===== config.mk =====
export PLATFORM = sky130hd
export DESIGN_NAME = switch_toggle_bank
export DESIGN_NICKNAME = d
export VERILOG_FILES = /design/src/rtl/switch_toggle_bank.sv
export SDC_FILE = /design/constraint.sdc
export NUM_CORES = 1
export LEC_CHECK = 0
export ABC_AREA = 1
export CORE_MARGIN = 4
export CORE_UTILIZATION = 54
export DETAILED_ROUTE_END_ITERATION = 7
export MAX_ROUTING_LAYER = met4
export PLACE_DENSITY = 0.8
export SETUP_SLACK_MARGIN = 0.4
export SLEW_MARGIN = 20
export SYNTH_ARGS = -nofsm -noshare
export SYNTH_HDL_FRONTEND = slang
export SYNTH_SLANG_ARGS = --single-unit

===== constraint.sdc =====
create_clock -name i_Clk -period 2.4 [get_ports i_Clk]
set_clock_uncertainty 0.15 [all_clocks]
set_input_delay 0.48 -clock i_Clk [delete_from_list [all_inputs] [get_ports i_Clk]]
set_output_delay 0.48 -clock i_Clk [all_outputs]
set_load 0.02 [all_outputs]

===== src/rtl/switch_toggle_bank.sv =====
// Multi-channel switch front end: per-channel 2-flop synchroniser, debouncer,
// qualified edge detector and LED toggle, plus a shared wrapping event counter.
module switch_toggle_bank #(
  parameter int NUM_CH         = 4,
  parameter int DEBOUNCE_LIMIT = 250000,
  parameter int EDGE_MODE      = 0,
  parameter int COUNT_WIDTH    = 8
) (
  input  logic                   i_Clk,
  input  logic                   i_Reset,
  input  logic [NUM_CH-1:0]      i_Switch,
  input  logic                   i_Clear,
  output logic [NUM_CH-1:0]      o_LED,
  output logic [NUM_CH-1:0]      o_Edge_Pulse,
  output logic [COUNT_WIDTH-1:0] o_Event_Count
);

  localparam int CNT_W = (DEBOUNCE_LIMIT > 1) ? $clog2(DEBOUNCE_LIMIT) : 1;
  localparam logic [CNT_W-1:0] LAST_CNT = CNT_W'(DEBOUNCE_LIMIT - 1);

  logic [NUM_CH-1:0]      sync_meta;
  logic [NUM_CH-1:0]      sync_level;
  logic [NUM_CH-1:0]      stable;
  logic [NUM_CH-1:0]      stable_prev;
  logic [NUM_CH-1:0]      qual_edge;
  logic [COUNT_WIDTH-1:0] edge_total;

  always_ff @(posedge i_Clk) begin
    if (i_Reset) begin
      sync_meta  <= '0;
      sync_level <= '0;
    end else begin
      sync_meta  <= i_Switch;
      sync_level <= sync_meta;
    end
  end

  // A new level is accepted only after it has been seen DEBOUNCE_LIMIT
  // consecutive cycles; any return to the stable level restarts the count.
  for (genvar ch = 0; ch < NUM_CH; ch++) begin : g_channel
    logic [CNT_W-1:0] db_count;
    logic             stable_q;

    always_ff @(posedge i_Clk) begin
      if (i_Reset) begin
        db_count <= '0;
        stable_q <= 1'b0;
      end else if (sync_level[ch] == stable_q) begin
        db_count <= '0;
      end else if (db_count == LAST_CNT) begin
        stable_q <= sync_level[ch];
        db_count <= '0;
      end else begin
        db_count <= db_count + 1'b1;
      end
    end

    assign stable[ch] = stable_q;
  end

  always_comb begin
    qual_edge = '0;
    case (EDGE_MODE)
      1:       qual_edge = stable & ~stable_prev;
      2:       qual_edge = stable ^ stable_prev;
      default: qual_edge = ~stable & stable_prev;
    endcase
  end

  always_comb begin
    edge_total = '0;
    for (int n = 0; n < NUM_CH; n++) begin
      edge_total = edge_total + COUNT_WIDTH'(qual_edge[n]);
    end
  end

  // Clear wins over a coincident toggle but leaves pulses and counting alone.
  always_ff @(posedge i_Clk) begin
    if (i_Reset) begin
      stable_prev   <= '0;
      o_Edge_Pulse  <= '0;
      o_LED         <= '0;
      o_Event_Count <= '0;
    end else begin
      stable_prev   <= stable;
      o_Edge_Pulse  <= qual_edge;
      o_LED         <= i_Clear ? '0 : (o_LED ^ qual_edge);
      o_Event_Count <= o_Event_Count + edge_total;
    end
  end

endmodule


# [Yosys cells after proc, flatten, opt, wreduce, memory -nomap -nowiden]
# Cells that the tools add are included.
[word_totals] regBits=104 word_cells=46 input_bits=7
[classes] add_sub_neg=8 reduce_logical=9 eq_ne=8 bitwise_logic=7
[op_table] cell="$add 18x1->18 const B" count=4
[op_table] cell="$eq 18x18->1 const B" count=4
[op_table] cell="$reduce_or 3->1" count=4
[op_table] cell="$add 8x4->8" count=1
[op_table] cell="$reduce_and 2->1" count=4
[op_table] cell="$add 3x1->4" count=1
[op_table] cell="$and 4x4->4" count=1
[op_table] cell="$eq 1x1->1" count=4
[op_table] cell="$not 1->1" count=4
[op_table] cell="$not 4->4" count=1
[op_table] cell="$xor 4x4->4" count=1
[op_table] cell="$add 2x1->3" count=1
[op_table] cell="$add 1x1->2" count=1
[op_table] cell="$reduce_or 2->1" count=1

# [Longest topological paths before layout]
# Gate-level depths: netlist of the first run.
[logic_depth] depth_word=6 mapped_depth=12

# [Worst setup path before layout of the first run]
# Ideal clock, no wire load.
[synth_path] path_kind="register to register" startpoint="reg o_Event_Count[0]" endpoint="reg o_Event_Count[6]" t_required_ns=2.122 arrival_ns=2.247 setup_slack_ns=-0.125 stages_incl_launch_ff=9 path_buffers=0 setup_ns=0.128 path_cell_list="dfxtp_1 > inv_1 > fa_1 > fa_1 > fa_1 > nor2_1 > nand4_1 > xor2_1 > nor2_1"
[synth_via] elab_chain_cells=1
[synth_rtl] item="start, declared" line_no="15" source="output logic [COUNT_WIDTH-1:0] o_Event_Count"
[synth_rtl] item="start signal, assigned" line_no="88" source="o_Event_Count <= o_Event_Count + edge_total;"
[synth_rtl] item="$add 8x4->8" line_no="88"
# Every way passes these cells.
# A chain may end at the register's enable or synchronous reset.

# [Worst setup path after layout of the first run]
[layout_path] startpoint="reg g_channel[0].stable_q" endpoint="reg o_Event_Count[5]"
[layout_via] elab_chain_cells=6
[layout_rtl] item="start, declared" line_no="42" source="logic stable_q;"
[layout_rtl] item="start signal, assigned" line_no="51" source="stable_q <= sync_level[ch];"
[layout_rtl] item="$not 4->4" line_no="66" source="default: qual_edge = ~stable & stable_prev;"
[layout_rtl] item="$and 4x4->4" line_no="66"
[layout_rtl] item="$add 1x1->2" line_no="73" source="edge_total = edge_total + COUNT_WIDTH'(qual_edge[n]);"
[layout_rtl] item="$add 2x1->3" line_no="73"
[layout_rtl] item="$add 3x1->4" line_no="73"
[layout_rtl] item="$add 8x4->8" line_no="88"
# Every way passes these cells.

==> key figures, run 1 <==
Route
  • # DRC: 0
  • DR WL met3: 470 um
  • Routed length per instance: 10.9 um
  • Detailed-route via count: 4,294
  • Drt pass-1 iters: 6
  • Detail Route Antenna Nets: 0
  • Wire length on met2: 4490 um
  • Top routing layer in use: met4
  • Met1 Wirelength: 4420 um
  • Via/cell ratio: 4.92
  • Starting DRT DRC Count: 203
  • Drt total wl: 9540 um

Cells and area
  • Area of the multi-input gates: 0.00256 mm^2
  • Final non-filler cell total: 872
  • Ant diodes: 0
  • Layout cells sized above 1: 9.69%
  • # fillers: 775
  • Nets@finish: 774
  • Final core occ: 63.8%
  • Commonest cells after routing, fill and taps aside: nand2_1 (174), nor2_1 (163), dfxtp_1 (101)
  • Register area: 0.00209 mm^2
  • Layout area overhead: 12.8%
  • Most common cell after layout, fill and taps aside: nand2_1

Setup path
  • Critical path's largest stage delay: 0.49 ns
  • Most used cell, CP: inv_2
  • CP Data Arrival Time: 2.50 ns
  • Crit path max fanout: 4
  • Crit path required time: 2.52 ns
  • Setup crit end kind: flop
  • Setup CP Type: reg2reg
  • CP startpoint kind: flop
  • Slowest library cell on the worst path: fa_1
  • Critical-path cell list: inv_2, nand2_4, fa_1, fa_2, buf_4, buf_6, inv_2, nand2_2, a21oi_4, inv_2, nor2_4, nand2_1, nand2_1, nor2_1

Global routing
  • GRT Util Overall: 18.4%
  • Antenna violations before repair: 0
  • Vias in the first global route: 3,967
  • Congestion Overflow GR: 0
  • First-pass GRT wire length: 16,600 um
  • Largest net degree at the start of global routing: 18

Floorplan
  • Die ar.: 0.0109 mm^2
  • Initial cell density of the core: 56.5%
  • Row cnt: 34
  • Die Wd: 104 um
  • Core Region: 0.00889 mm^2
  • Boundary Pins: 23
  • Die height: 104 um

Run status
  • Status: finished clean

Power and ir drop
  • Switching share of power: 21.4%
  • P_sw: 639 uW
  • Peak VDD IR: 0.298 mV
  • Gate power share: 1.8%
  • Power Internal: 2.35 mW
  • Pwr Density: 527 mW/mm^2
  • Sequential Power Share: 58.1%
  • Lkg Pwr: 2.00 nW
  • Clock Power Share: 40.1%

Place
  • Placed insts: 847
  • Placer Congestion: 0.907
  • Hpwl dp: 7120 um
  • IO buf count: 22
  • Place WS: 0.0416 ns

Logic synthesis
  • FF+latch count, synth: 104
  • Syn_nets: 736
  • Mapped Avg Cell Area: 6.97 um^2
  • Ys Warns: 0
  • Mapped Cells: 721
  • Post-Synth Adder-Cell Area: 2.44%
  • Syn Std Cell Area: 0.00503 mm^2
  • Synth Area in XOR/XNOR: 6.10%
  • Simple-Gate Fraction of Synth Area: 35.3%
  • Largest family of logic cells by synthesized area: simple AND/OR/NAND/NOR gates
  • Mux contribution to synthesized area: 0%
  • Synth Area in Compound Gates: 6.10%
  • Synth unique cells: 26
  • Post-synthesis sequential area ratio: 41.4%

STA
  • Fin crit period: 2.38 ns
  • Worst-Margin Slew: 0.467 ns
  • Post-route setup slack: 0.0227 ns
  • Count of final setup violators: 0
  • Relative slew slack: 68.8%
  • Final Hold Fails: 0
  • Max Slew Vio Count: 0
  • Final worst path period share: 99.1%
  • RSZ-0062 raised after global routing: yes
  • FMAX: 421 MHz

Flow run
  • Maxcap violations: 0

Clock tree
  • Sink Count: 104
  • Number of buffers created by CTS: 9
  • Clock Tree Buf Depth: 2
  • CTS tree: built
  • H-tree levels: 3
  • Clock latency on the worst-skew pair: 0.37 ns
  • Clock transition at path regs: 0.10 ns
  • Root Buffer: clkbuf_8

Min path
  • Worst Hold Class: reg2reg
## kinds of logic after synthesis
family / after synthesis
buffers and inverters: 103
XOR/XNOR: 35
AND/OR/NAND/NOR: 418
AO/OA/AOI/OAI: 53
adder cells (fa/ha/maj): 8
flip-flops: 104
## final timing paths
kind	start	end	slack, ns	cells past startpoint
setup / recovery	g_channel[0].stable_q	o_Event_Count[5]	0.02	14
hold / removal	sync_meta[1]	sync_level[1]	0.26	2
setup reg to reg	g_channel[0].stable_q	o_Event_Count[5]	0.02	14
hold reg to reg	sync_meta[1]	sync_level[1]	0.26	2
## sequential cells by signal, summed over array words and instances (netlist names)
register	flops
o_Edge_Pulse	4
o_Event_Count	8
sync_level	4
sync_meta	4
stable_prev	4
g_channel.stable_q	4
o_LED	4
g_channel.db_count	72
## routing by layer
| layer | vias to the layer above | global-route usage, % |
|---|---|---|
| met2 | 106 | 30.4 |
| met5 | - | - |
| met4 | 0 | 5.98 |
| met3 | 15 | 4.03 |
| met1 | 1908 | 22.2 |
| li1 | 2265 | - |
## synthesized netlist by cell type (all sizes together)
cell	n	area, um^2
o21ai	20	100
fa	3	60.1
clkbuf	2	7.51
a21oi	30	150
nand4	6	37.5
dfxtp	104	2080
nand3	32	190
o21bai	3	56.3
nor2	184	776
xor2	34	298
nand2	179	674
nor3	9	45.0
inv	96	363
ha	5	62.6
or2	8	50.1
buf	5	65.1
xnor2	1	8.76
## cell type report
type	instances	area share (%)
multi-input cells	514	45.1
clock buffers	10	2.25
well taps	108	2.38
inverters	96	6.40
clock inverters	6	1.59
flip-flops and latches	104	36.8
repair buffers	34	5.52
## through the flow
step	total power, mW	TNS, ns	hold slack, ns	instance area, um^2
floorplan	1.81	0	0.238	5040
global placement	1.83	0	0.242	5350
detailed placement	1.83	0	0.245	5350
CTS	3.02	0	0.257	5620
global route	3.08	-0.171	0.288	5670
finish	2.99	0	0.256	5670
## worst max-delay path, delay by kind of cell, from the launching register on
kind	cells	cell delay, ns
adders and majority gates	2	0.86
DFF	1	0.34
AOI/OAI and AO/OA	1	0.17
and+or+nand+nor	6	0.34
buffers and inverters	5	0.43
## power groups by stage
stage	combinational [mW]	sequential (mW)	clock, mW
detailed placement	0.0526	1.78	0
global placement	0.0515	1.78	0
global route	0.0583	1.74	1.28
CTS	0.0528	1.74	1.23
floorplan	0.0376	1.78	0
finish	0.0526	1.74	1.20
## repair_timing
| action | 4_1_cts | 5_1_grt |
|---|---|---|
| pin swaps | 3 | 2 |
| buffers inserted | 6 | 3 |
| setup endpoints to repair | 14 | 10 |
| resized for setup | 13 | 10 |
| hold buffers | 0 | 0 |
No activity file was read; power rests on OpenSTA's default activity.
==> run 2, diff against run 1 <==
CORE_UTILIZATION = 57   (was 54)
DONT_BUFFER_PORTS = 1   (was unset)
SETUP_SLACK_MARGIN = unset   (was 0.4)
==> run 2 against run 1 <==
Net effect:
- total power is 1.5% lower
- clock power barely moved
- combinational power is 27% lower
- core utilization is 0.47 points higher
- clock-buffer cell count fell by 1
- final area is 5.0% lower
==> key figures, run 2 (same netlist as run 1, synthesis figures left out) <==
Cells and area
  • Layout cells sized above 1: 8.55% (was 9.69%)
  • Ant diodes: 0 (unchanged)
  • Regs by FF count: g_channel.db_count x72, o_Event_Count x8 (unchanged)
  • Layout area overhead: 7.17% (was 12.8%)
  • Post-route cell area: 0.00539 mm^2 (was 0.00567 mm^2)
  • Nets@finish: 747 (was 774)
  • Most common cell after layout, fill and taps aside: nand2_1 (unchanged)
  • Commonest cells after routing, fill and taps aside: nand2_1 (176), nor2_1 (165), dfxtp_1 (101) (was nand2_1 (174), nor2_1 (163), dfxtp_1 (101))
  • Top reg by flops: g_channel.db_count (unchanged)
  • Largest register FFs: 72 (unchanged)

Setup path
  • Most used cell, CP: fa_2 (was inv_2)
  • R2R Path Start: g_channel[2].stable_q (was g_channel[0].stable_q)
  • Critical path's largest stage delay: 0.48 ns (was 0.49 ns)
  • Reg2reg setup slack: 0.07 ns (was 0.02 ns)
  • CP Data Arrival Time: 2.45 ns (was 2.50 ns)
  • Crit path max fanout: 3 (was 4)
  • Reg2reg end: o_Event_Count[6] (was o_Event_Count[5])
  • Reg2Reg Depth: 9 (was 14)
  • Critical-path cell list: inv_2, nand2_2, fa_1, fa_2, fa_2, nor2_4, nand4_1, xor2_1, nor2_1 (was inv_2, nand2_4, fa_1, fa_2, buf_4, buf_6, inv_2, nand2_2, a21oi_4, inv_2, nor2_4, nand2_1, nand2_1, nor2_1)
  • Crit path required time: 2.51 ns (was 2.52 ns)
  • Setup CP Type: reg2reg (unchanged)
  • Crit path buffers/inverters: 1 (was 5)
  • CP startpoint kind: flop (unchanged)
  • Slowest library cell on the worst path: fa_1 (unchanged)
  • Setup crit end kind: flop (unchanged)
  • Critical path's top delay family: adder cells (unchanged)

Min path
  • Hold Crit Depth: 1 (was 2)
  • Hold EP: sync_meta[2] (was sync_level[1])
  • Worst hold start: i_Reset (was sync_meta[1])
  • Worst Hold Class: in2reg (was reg2reg)

Floorplan
  • Boundary Pins: 23 (unchanged)
  • Die height: 102 um (was 104 um)
  • Initial cell density of the core: 60.0% (was 56.5%)
  • Row cnt: 33 (was 34)
  • Die Wd: 102 um (was 104 um)
  • Die ar.: 0.0104 mm^2 (was 0.0109 mm^2)
  • Core Region: 0.00838 mm^2 (was 0.00889 mm^2)

Global routing
  • GRT Util Overall: 19.7% (was 18.4%)
  • Congestion Overflow GR: 0 (unchanged)
  • Antenna violations before repair: 0 (unchanged)
  • Vias in the first global route: 3,904 (was 3,967)
  • Largest net degree at the start of global routing: 21 (was 18)
  • First-pass GRT wire length: 16,300 um (was 16,600 um)

Route
  • Via/cell ratio: 4.99 (was 4.92)
  • Drt total wl: 9230 um (was 9540 um)
  • Starting DRT DRC Count: 230 (was 203)
  • Detailed-route via count: 4,198 (was 4,294)
  • Drt pass-1 iters: 6 (unchanged)
  • # DRC: 0 (unchanged)
  • Detail Route Antenna Nets: 0 (unchanged)
  • Routed length per instance: 11.0 um (was 10.9 um)

Place
  • Placer Congestion: 0.878 (was 0.907)
  • IO buf count: 0 (was 22)
  • Place WS: -0.0245 ns (was 0.0416 ns)
  • Area after DPL: 0.00513 mm^2 (was 0.00535 mm^2)
  • Hpwl dp: 6850 um (was 7120 um)

Clock tree
  • Number of buffers created by CTS: 9 (unchanged)
  • Clock transition at path regs: 0.12 ns (was 0.10 ns)
  • Clock latency on the worst-skew pair: 0.37 ns (about the same)
  • H-tree levels: 3 (unchanged)
  • Root Buffer: clkbuf_8 (unchanged)
  • Sink Count: 104 (unchanged)
  • CTS tree: built (unchanged)
  • Clock Tree Buf Depth: 2 (unchanged)
  • Post-CTS Setup Bufs: 0 (was 6)

STA
  • Count of final setup violators: 0 (unchanged)
  • Max Slew Vio Count: 0 (unchanged)
  • Final worst path period share: 97.1% (was 99.1%)
  • Relative slew slack: 71.3% (was 68.8%)
  • Fin crit period: 2.33 ns (was 2.38 ns)
  • Post-route setup slack: 0.0687 ns (was 0.0227 ns)
  • FMAX: 429 MHz (was 421 MHz)
  • RSZ-0062 raised after global routing: yes (unchanged)
  • Worst-Margin Slew: 0.430 ns (was 0.467 ns)
  • Final Hold Fails: 0 (unchanged)

Run status
  • Status: finished clean (unchanged)

Power and ir drop
  • Lkg Pwr: 1.81 nW (was 2.00 nW)
  • Pwr Density: 547 mW/mm^2 (was 527 mW/mm^2)
  • Peak VDD IR: 0.439 mV (was 0.298 mV)

Flow run
  • Maxcap violations: 0 (unchanged)
-- run 2: cell types whose count changed in the layout (fill, tap and decap cells not counted), sizes merged, moves of 2 or more --
cell,change
dlymetal6s2s,-3
inv,+2
buf,-7
dlygate4sd3,+2
dlygate4sd2,-7
clkdlybuf4s50,-12
-- run 2: cell type report --
cell class,instances,area (um^2)
multi-input combinational,514,2530
sequential,104,2090
clock buffer,9,124
inverter,96,363
clock inverter,7,95.1
tap,105,131
timing repair buffer,7,57.6
fill,735,3000
-- run 2: metal layers --
metal,vias to the layer above,track usage [%],part of all wire (%)
met1,1889,23.7,47
li1,2219,-,-
met5,-,-,0
met4,0,6.56,1.4
met3,11,5.19,4.2
met2,79,32.4,48
-- run 2: report_power, final --
group | total, mW | switching, mW | leakage, nW | internal, mW
Sequential | 1.74 | 0.00437 | 0.841 | 1.73
Combinational | 0.0382 | 0.0248 | 0.863 | 0.0134
Clock | 1.17 | 0.653 | 0.111 | 0.515
-- run 2: timing repair --
item / in CTS / in global routing
gates cloned: 0 / 0
gates resized for setup: 1 / 9
setup endpoints to repair: 2 / 4
pin swaps: 2 / 2
hold endpoints to repair: 8 / 1
hold buffers: 1 / 1
-- run 2: how the worst max path moves through the flow --
stage                          start          endpoint  slack, ns  depth (start not counted)
2_1_floorplan  g_channel[0].stable_q  o_Event_Count[6]       0.02                          9
3_3_place_gp   g_channel[0].stable_q  o_Event_Count[6]       0.02                          9
3_5_place_dp   g_channel[0].stable_q  o_Event_Count[6]      -0.02                          9
4_1_cts        g_channel[0].stable_q  o_Event_Count[6]       0.01                          9
5_1_grt        g_channel[0].stable_q  o_Event_Count[6]      -0.05                          9
6_report       g_channel[2].stable_q  o_Event_Count[6]       0.07                          9
-- run 2: stage by stage --
step           utilization, %  total power [mW]  TNS, ns  hold WS (ns)  cells
2_1_floorplan               -              1.81        0         0.238    721
3_3_place_gp             61.2              1.81        0         0.239    824
3_5_place_dp             61.2              1.81  -0.0296         0.245    824
4_1_cts                  63.9              2.97        0       0.00334    841
5_1_grt                  64.3              3.05  -0.0463      0.000242    842
6_report                 64.3              2.94        0        0.0204    842
